### config.mk
export PLATFORM = sky130hd
export DESIGN_NAME = probe_mux_n
export DESIGN_NICKNAME = d
export VERILOG_FILES = /design/src/rtl/probe_mux_n.sv
export SDC_FILE = /design/constraint.sdc
export NUM_CORES = 1
export LEC_CHECK = 0
export BUFFER_PORTS_ARGS = -buffer_cell sky130_fd_sc_hd__buf_2
export CAP_MARGIN = 20
export CORE_ASPECT_RATIO = 0.7
export CORE_MARGIN = 5
export CORE_UTILIZATION = 54
export CTS_CLUSTER_DIAMETER = 30
export DETAILED_ROUTE_END_ITERATION = 6
export GPL_ROUTABILITY_DRIVEN = 0
export GPL_TIMING_DRIVEN = 0
export PLACE_DENSITY_LB_ADDON = 0.05
export REMOVE_ABC_BUFFERS = 1
export SYNTH_ARGS = -nofsm -noshare
export SYNTH_HDL_FRONTEND = slang
export SYNTH_SLANG_ARGS = --single-unit
### constraint.sdc
create_clock -name UCLK -period 5.65 [get_ports UCLK]
set_clock_uncertainty 0.05 [all_clocks]
set_input_delay 1.13 -clock UCLK [delete_from_list [all_inputs] [get_ports UCLK]]
set_output_delay 1.13 -clock UCLK [all_outputs]
set_load 0.005 [all_outputs]
### src/rtl/probe_mux_n.sv
// Arbitrates NUM_IN probe channels into one registered uplink word.
// Round-robin or fixed-priority selection with a valid/ack handshake.
module probe_mux_n #(
    parameter int NUM_IN   = 4,
    parameter int DATA_W   = 32,
    parameter int ARB_MODE = 0,
    parameter int IW       = 4
) (
    input  logic                     UCLK,
    input  logic                     URST,
    input  logic [NUM_IN*DATA_W-1:0] DATAUP_IN,
    input  logic [NUM_IN-1:0]        DATAVALID_IN,
    input  logic [NUM_IN-1:0]        DELAY_IN,
    output logic [NUM_IN-1:0]        ACK_IN,
    output logic [DATA_W-1:0]        DATAUP,
    output logic                     DATAVALID,
    output logic                     DELAY,
    input  logic                     ACK,
    output logic [IW-1:0]            CHAN
);

    logic [DATA_W-1:0] dataup_q, dataup_d;
    logic              valid_q, valid_d;
    logic [IW-1:0]     chan_q, chan_d;
    logic [IW-1:0]     ptr_q, ptr_d;

    logic                     load_en;
    logic                     found;
    logic [IW-1:0]            win;
    logic [DATA_W-1:0]        win_word;
    logic [NUM_IN-1:0]        vshift;
    logic [NUM_IN*DATA_W-1:0] wshift;

    always_comb begin
        int idx;
        load_en  = ACK | ~valid_q;
        found    = 1'b0;
        win      = '0;
        win_word = '0;
        vshift   = '0;
        wshift   = '0;
        idx      = 0;
        for (int k = 0; k < NUM_IN; k++) begin
            if (ARB_MODE == 0) begin
                idx = int'(ptr_q) + k;
                if (idx >= NUM_IN) idx = idx - NUM_IN;
            end else begin
                idx = k;
            end
            vshift = DATAVALID_IN >> idx;
            if (!found && vshift[0]) begin
                found    = 1'b1;
                win      = IW'(idx);
                wshift   = DATAUP_IN >> (idx * DATA_W);
                win_word = wshift[DATA_W-1:0];
            end
        end
        // Nothing is granted while reset holds the block
        if (URST) found = 1'b0;
    end

    always_comb begin
        dataup_d = dataup_q;
        valid_d  = valid_q;
        chan_d   = chan_q;
        ptr_d    = ptr_q;
        if (load_en) begin
            if (found) begin
                dataup_d = win_word;
                chan_d   = win;
                valid_d  = 1'b1;
                if (ARB_MODE == 0) begin
                    ptr_d = (win == IW'(NUM_IN - 1)) ? '0 : win + 1'b1;
                end
            end else begin
                valid_d = 1'b0;
            end
        end
    end

    always_ff @(posedge UCLK or posedge URST) begin
        if (URST) begin
            dataup_q <= '0;
            valid_q  <= 1'b0;
            chan_q   <= '0;
            ptr_q    <= '0;
        end else begin
            dataup_q <= dataup_d;
            valid_q  <= valid_d;
            chan_q   <= chan_d;
            ptr_q    <= ptr_d;
        end
    end

    assign ACK_IN    = (found && load_en) ? (NUM_IN'(1) << win) : '0;
    assign DATAUP    = dataup_q;
    assign DATAVALID = valid_q;
    assign CHAN      = chan_q;
    assign DELAY     = (|DELAY_IN) | valid_q;

endmodule
==> results.sh, run 1 <==
export IMPL_met3RoutedLength_um=2250
export IMPL_wire_length_of_the_first_global_routing_pass_um=33380
export IMPL_num_io_pins=181
export IMPL_power_total_mw=4.873
export IMPL_startpoint_type="flop"
export IMPL_core_area_sq_um=11010
export IMPL_starting_drc_count_in_detailed_routing=600
export IMPL_postSynth_topFlopCell="sky130_fd_sc_hd__dfrtp_1"
export IMPL_number_of_vias_in_the_routed_layout=6322
export IMPL_edff_count_synth=0
export IMPL_finalSetupViolCount=0
export IMPL_finalCoreUtilization_pct=68.01
export IMPL_crit_path_max_fanout=21
export IMPL_post_synth_main_area_contributors="sky130_fd_sc_hd__mux4_2, sky130_fd_sc_hd__dfrtp_1, sky130_fd_sc_hd__mux2i_1"
export IMPL_layout_worst_path_cycle_share_pct=96.37
export IMPL_clock_root_buffer="sky130_fd_sc_hd__clkbuf_16"
export IMPL_worst_slew_pin_transition_ns=0.9361
export IMPL_setup_repair_after_global_routing_missed_its_margin="no"
export IMPL_result_of_the_run="completed"
export IMPL_syn_avg_cell_area_sq_um=10.57
export IMPL_type_of_element_capturing_the_critical_path="output port"
export IMPL_slew_headroom_pct=37.37
export IMPL_timing_fmax_mhz=183.7
export IMPL_slew_violations=0
export IMPL_gr_usage_all_layers_pct=30.85
export IMPL_cts_hold_fix_buffers=0
export IMPL_worstPathRequired_ns=4.47
export IMPL_vdd_ir_drop_worst_mv=0.6468
export IMPL_synth_cells=577
export IMPL_post_synthesis_cell_area_sq_um=6098
export IMPL_path_class="reg2out"
export IMPL_synth_seq_area_share_pct=16.82
export IMPL_nets=882
export IMPL_antenna_cells_inserted=0
export IMPL_drt_wl_total_um=21100
export IMPL_async_reset_ff_share_pct=100.0
export IMPL_route_antenna_remaining_nets=0
export IMPL_synth_top_cells_by_count="sky130_fd_sc_hd__mux4_2, sky130_fd_sc_hd__nor2_1, sky130_fd_sc_hd__dfrtp_1"
export IMPL_top_layer_used="met4"
export IMPL_place_hpwl_um=13550
export IMPL_postPlaceCellArea_sq_um=7102
export IMPL_tritoncts_num_buffers=5
export IMPL_tritoncts_clock_tree="done"
export IMPL_clock_sinks=41
export IMPL_yosys_warnings=0
export IMPL_antenna_found_initial=0
export IMPL_finalHoldViolations=0
export IMPL_die_height_um=98.91
export IMPL_grt_pass1_vias=6473
export IMPL_start_util_pct=55.39
export IMPL_ctsLongestPathBuffers=2
export IMPL_grt_overflow_total=0
export IMPL_critical_path_arrival_ns=4.26
export IMPL_place_worst_setup_slack_ns=-1.062
export IMPL_placement_rows=32
export IMPL_stdcell_count=878
export IMPL_yosysMostFrequentCell="sky130_fd_sc_hd__mux4_2"
export IMPL_synth_cell_types=66
export IMPL_drc=0
export IMPL_drive_above_1_share_pct=47.45
export IMPL_cts_htree_levels=2
export IMPL_final_period_minus_worst_setup_slack_ns=5.445
export IMPL_clock_latency_ns=0.29
export IMPL_cts_reportedPaths_clkPinSlew_ns=0.07
export IMPL_wl_per_cell_um=24.03
export IMPL_synth_largest_type_area_fraction_pct=33.98
export IMPL_met2RoutedLength_um=10150
export IMPL_avgViaCountPerCell=7.200
export IMPL_first_pass_iters=5
export IMPL_grt_start_max_net_pins=58
export IMPL_area_growth_synth_to_final_pct=22.79
export IMPL_synth_ff_latch_count=41
export IMPL_max_cap_viol_count=0
export IMPL_powerDensity_nw_per_um2=650.7
export IMPL_routedLengthMet1_um=8209
export IMPL_fp_dieArea_sq_um=13550
export IMPL_place_detailed_instances=855
export IMPL_leakagePower_nw=2.946
export IMPL_dieWidth_um=137.0
export IMPL_timing_final_ws_setup_ns=0.2052
export IMPL_setup_reg_to_reg_worst_slack_ns=1.41
export IMPL_postLayoutCellArea_sq_um=7488
export IMPL_place_port_buffers=180
export IMPL_synth_largest_area_cell="sky130_fd_sc_hd__mux4_2"
export IMPL_worst_hold_path_type="reg2reg"
-- through the flow --
step / hold WS, ns / TNS (ns)
after floorplan: 0.4380 / -218.24
after global placement: 0.4275 / -363.54
after detailed placement: 0.4301 / -4.339
after CTS: 0.4506 / 0
after global routing: 0.4596 / 0
final: 0.4488 / 0
-- where the power goes --
part,switching (mW),total (mW),internal [mW]
clock network,0.136,0.300,0.163
logic,2.15,4.02,1.87
registers,0.110,0.555,0.445
total,2.39,4.87,2.48
-- flip-flops by register name (all words and copies together), names as in the netlist --
name       count
DATAVALID      1
CHAN           4
ptr_q          4
DATAUP        32
-- worst paths after layout --
path	start	endpoint	cells after the start
worst max register to register	ptr_q[1]$_DFFE_PP0P_	ptr_q[1]$_DFFE_PP0P_	13
max in group asynchronous	URST	DATAUP[5]$_DFFE_PP0P_	3
worst max-delay path	ptr_q[1]$_DFFE_PP0P_	ACK_IN[2]	12
min in group asynchronous	URST	DATAVALID$_DFFE_PP0N_	2
worst min register to register	CHAN[2]$_DFFE_PP0P_	CHAN[2]$_DFFE_PP0P_	1
worst min-delay path	CHAN[2]$_DFFE_PP0P_	CHAN[2]$_DFFE_PP0P_	1
-- repair_timing --
action,4_1_cts,5_1_grt
buffers inserted,10,2
endpoints found under the hold margin,0,0
cloned,2,1
setup endpoints to repair,6,4
resized for setup,4,2
pin swaps,5,2
-- layout make-up --
type	count	area (sq um)
clock buffer	6	128.9
clock inverter	2	10.01
fill	871	3522
inverter	17	63.81
multi-input combinational	460	4825
sequential	41	1033
tap	153	191.4
timing repair buffer	199	1236
-- metal layers --
layer / up-vias / global-route usage (%)
met4: 0 / 8.359
met5: - / 0
met2: 404 / 52.09
li1: 2699 / -
met3: 54 / 6.224
met1: 3165 / 40.58
-- critical path, cell delays in order (launching register included) --
cell	delay [ns]
sky130_fd_sc_hd__dfrtp_4	0.65
sky130_fd_sc_hd__inv_1	0.23
sky130_fd_sc_hd__ha_1	0.46
sky130_fd_sc_hd__ha_1	0.23
sky130_fd_sc_hd__ha_1	0.22
sky130_fd_sc_hd__nand3b_1	0.16
sky130_fd_sc_hd__a311o_1	0.39
sky130_fd_sc_hd__and2_4	0.20
sky130_fd_sc_hd__o311a_1	0.61
sky130_fd_sc_hd__o211ai_2	0.29
sky130_fd_sc_hd__nand2_1	0.16
sky130_fd_sc_hd__nor3_1	0.21
sky130_fd_sc_hd__buf_2	0.15
-- kinds of logic (layout without fill, tap and decap cells) --
kind of cell | Yosys count | count (layout) | share of synthesized area [%]
adders and majority gates | 19 | 19 | 3.898
and+or+nand+nor | 142 | 143 | 11.35
DFF | 41 | 41 | 16.82
AOI/OAI and AO/OA | 156 | 157 | 19.86
muxes | 135 | 135 | 41.55
buffers and inverters | 78 | 224 | 5.663
xor gates and xnor gates | 6 | 6 | 0.8617
-- cell usage in the layout, fill, tap and decap left out, drive strengths merged, types with 8 or more instances in the layout --
| cell | synthesis | routed |
|---|---|---|
| nor2 | 46 | 47 |
| buf | 33 | 198 |
| or3 | 13 | 13 |
| a311oi | 13 | 13 |
| a21oi | 12 | 12 |
| inv | 17 | 17 |
| o21ai | 17 | 17 |
| ha | 19 | 19 |
| o22ai | 8 | 8 |
| dfrtp | 41 | 41 |
| and3 | 9 | 9 |
| mux2 | 15 | 15 |
| nor3 | 16 | 16 |
| a31oi | 28 | 28 |
| nand2 | 35 | 35 |
| a311o | 13 | 13 |
| mux4 | 92 | 92 |
| a22oi | 15 | 15 |
| mux2i | 28 | 28 |
| a221oi | 9 | 9 |
| nor2b | 8 | 8 |
(Power assumes the default switching activity.)
==> inputs of run 2 (changes only) <==
--- a/config.mk
+++ b/config.mk
@@ -19,3 +19,4 @@
 export SYNTH_ARGS = -nofsm -noshare
 export SYNTH_HDL_FRONTEND = slang
 export SYNTH_SLANG_ARGS = --single-unit
+export TNS_END_PERCENT = 100
==> constraint.sdc (replaced) <==
create_clock -name UCLK -period 5.65 [get_ports UCLK]
set_clock_uncertainty 0.05 [all_clocks]
set_input_delay 0.565 -clock UCLK [delete_from_list [all_inputs] [get_ports UCLK]]
set_output_delay 0.565 -clock UCLK [all_outputs]
set_load 0.005 [all_outputs]
==> results.sh, run 2 (synthesis results as in run 1) <==
export IMPL_result_of_the_run="completed"
export IMPL_worst_hold_slack_ns=0.2730
export IMPL_worst_slew_pin_transition_ns=0.9342
export IMPL_place_port_buffers=180
export IMPL_groute_layer_met1_usage_pct=38.67
export IMPL_path_class="reg2out"
export IMPL_grt_overflow_total=0
export IMPL_crit_path_launch="ptr_q[1]$_DFFE_PP0P_"
export IMPL_startpoint_type="flop"
export IMPL_gr_usage_all_layers_pct=29.56
export IMPL_die_height_um=98.91
export IMPL_tritoncts_num_buffers=5
export IMPL_first_pass_iters=5
export IMPL_antenna_found_initial=0
export IMPL_starting_drc_count_in_detailed_routing=506
export IMPL_grt_pass1_vias=6397
export IMPL_type_of_element_capturing_the_critical_path="output port"
export IMPL_slew_violations=0
export IMPL_wire_length_of_the_first_global_routing_pass_um=32240
export IMPL_worstReg2RegStart="ptr_q[1]$_DFFE_PP0P_"
export IMPL_p_sw_mw=2.305
export IMPL_fillerInstances=892
export IMPL_number_of_vias_in_the_routed_layout=6167
export IMPL_cts_hold_fix_buffers=0
export IMPL_crit_path_end="ACK_IN[3]"
export IMPL_place_detailed_instances=855
export IMPL_drive_above_1_share_pct=46.52
export IMPL_clock_root_buffer="sky130_fd_sc_hd__clkbuf_16"
export IMPL_final_common_cell="sky130_fd_sc_hd__buf_2"
export IMPL_final_cell_mix="sky130_fd_sc_hd__buf_2, sky130_fd_sc_hd__mux4_2, sky130_fd_sc_hd__nor2_1, sky130_fd_sc_hd__dfrtp_1, sky130_fd_sc_hd__nand2_1"
export IMPL_share_comb_of_total_power_pct=80.7
export IMPL_postPlaceCellArea_sq_um=7102
export IMPL_power_total_mw=4.719
export IMPL_start_util_pct=55.39
export IMPL_r2r_cells=14
export IMPL_tritoncts_clock_tree="done"
export IMPL_groute_layer_met3_usage_pct=5.918
export IMPL_powerDensity_nw_per_um2=640.8
export IMPL_vdd_ir_drop_worst_mv=0.6661
export IMPL_largest_register_ff_count=32
export IMPL_cts_reportedPaths_clkPinSlew_ns=0.07
export IMPL_clock_sinks=41
export IMPL_finalSetupViolCount=0
export IMPL_final_period_minus_worst_setup_slack_ns=5.373
export IMPL_total_area_of_multi_input_combinational_cells_sq_um=4783
export IMPL_dieWidth_um=137.0
export IMPL_worstPathRequired_ns=5.04
export IMPL_register_area_sq_um=1033
export IMPL_drc=0
export IMPL_avgViaCountPerCell=7.080
export IMPL_slew_headroom_pct=37.65
export IMPL_power_sequential_fraction_pct=12.9
export IMPL_clock_latency_ns=0.29
export IMPL_leakagePower_nw=2.898
export IMPL_antenna_cells_inserted=0
export IMPL_area_growth_synth_to_final_pct=20.76
export IMPL_stdcell_count=871
export IMPL_gr_usage_met2_pct=50.21
export IMPL_clockPowerShare_pct=6.3
export IMPL_layout_worst_path_cycle_share_pct=95.10
export IMPL_cts_htree_levels=2
export IMPL_nets=875
export IMPL_timing_fmax_mhz=186.1
export IMPL_place_hpwl_um=13550
export IMPL_critical_path_arrival_ns=4.76
export IMPL_route_antenna_remaining_nets=0
export IMPL_worst_hold_path_type="in2async"
export IMPL_setup_reg_to_reg_worst_slack_ns=0.88
export IMPL_finalHoldViolations=0
export IMPL_setup_repair_after_global_routing_missed_its_margin="no"
export IMPL_core_area_sq_um=11010
export IMPL_fp_dieArea_sq_um=13550
export IMPL_rr_endpoint="ptr_q[1]$_DFFE_PP0P_"
export IMPL_placement_rows=32
export IMPL_crit_path_max_fanout=39
export IMPL_max_cap_viol_count=0
export IMPL_grt_start_max_net_pins=58
export IMPL_wl_per_cell_um=23.20
export IMPL_num_io_pins=181
export IMPL_grt_busiest_layer="met2"
export IMPL_postLayoutCellArea_sq_um=7365
export IMPL_p_int_mw=2.414
export IMPL_switching_share_pct=48.85
export IMPL_drt_wl_total_um=20210
export IMPL_ctsLongestPathBuffers=2
-- run 2: metal layers --
metal / vias up / wire, um
met2: 388 / 9758
li1: 2676 / -
met5: - / 0
met1: 3068 / 7863
met3: 35 / 2252
met4: 0 / 338
-- run 2: area by class of cell --
| class | instances | area share [%] |
|---|---|---|
| Multi-Input combinational cell | 459 | 64.95 |
| Timing Repair Buffer | 193 | 15.66 |
| Sequential cell | 41 | 14.03 |
| Tap cell | 153 | 2.599 |
| Clock buffer | 6 | 1.750 |
| Inverter | 17 | 0.8665 |
| Clock inverter | 2 | 0.1359 |
-- run 2: through the flow --
step                      worst slack (ns)  setup TNS (ns)  utilization [%]
final                               0.2771               0            66.89
after detailed placement           -0.4973          -2.079            64.50
after global routing               0.04878               0            66.89
after global placement              -8.886         -361.28            62.75
after floorplan                     -5.342         -215.98                -
after CTS                          0.01522               0            66.59
-- run 2: how the worst min path moves through the flow --
stage                   startpoint  cells past startpoint                endpoint
6_report                      URST                      2    ptr_q[3]$_DFFE_PP0P_
5_1_grt                       URST                      2     CHAN[1]$_DFFE_PP0P_
4_1_cts                       URST                      2  DATAUP[14]$_DFFE_PP0P_
3_5_place_dp   CHAN[2]$_DFFE_PP0P_                      1     CHAN[2]$_DFFE_PP0P_
3_3_place_gp   CHAN[3]$_DFFE_PP0P_                      1     CHAN[3]$_DFFE_PP0P_
2_1_floorplan  CHAN[2]$_DFFE_PP0P_                      1     CHAN[2]$_DFFE_PP0P_
-- run 2: timing repair --
action	in CTS	in global routing
pin swaps	1	3
resized for setup	1	1
cloned	0	1
setup buffers	4	3
endpoints found under the setup margin	6	4
hold endpoints to repair	0	0
-- run 2: worst max-delay path, cell delays in order (launching register included) --
cell and delay [ns]:
sky130_fd_sc_hd__dfrtp_4 0.81, sky130_fd_sc_hd__inv_1 0.29, sky130_fd_sc_hd__ha_1 0.48, sky130_fd_sc_hd__ha_1 0.23
sky130_fd_sc_hd__ha_1 0.22, sky130_fd_sc_hd__nand3b_1 0.17, sky130_fd_sc_hd__a311o_1 0.40, sky130_fd_sc_hd__and2_4 0.19
sky130_fd_sc_hd__o311ai_4 0.66, sky130_fd_sc_hd__nor3_1 0.11, sky130_fd_sc_hd__a311oi_2 0.47, sky130_fd_sc_hd__inv_2 0.10
sky130_fd_sc_hd__and3_1 0.20, sky130_fd_sc_hd__buf_2 0.12
-- run 2: power by group through the flow --
stage	logic (mW)	registers [mW]	clock network, mW
4_1_cts	3.73	0.608	0.298
5_1_grt	4.12	0.631	0.309
3_3_place_gp	3.42	0.814	0
2_1_floorplan	2.64	0.763	0
6_report	3.81	0.611	0.299
3_5_place_dp	3.51	0.683	0
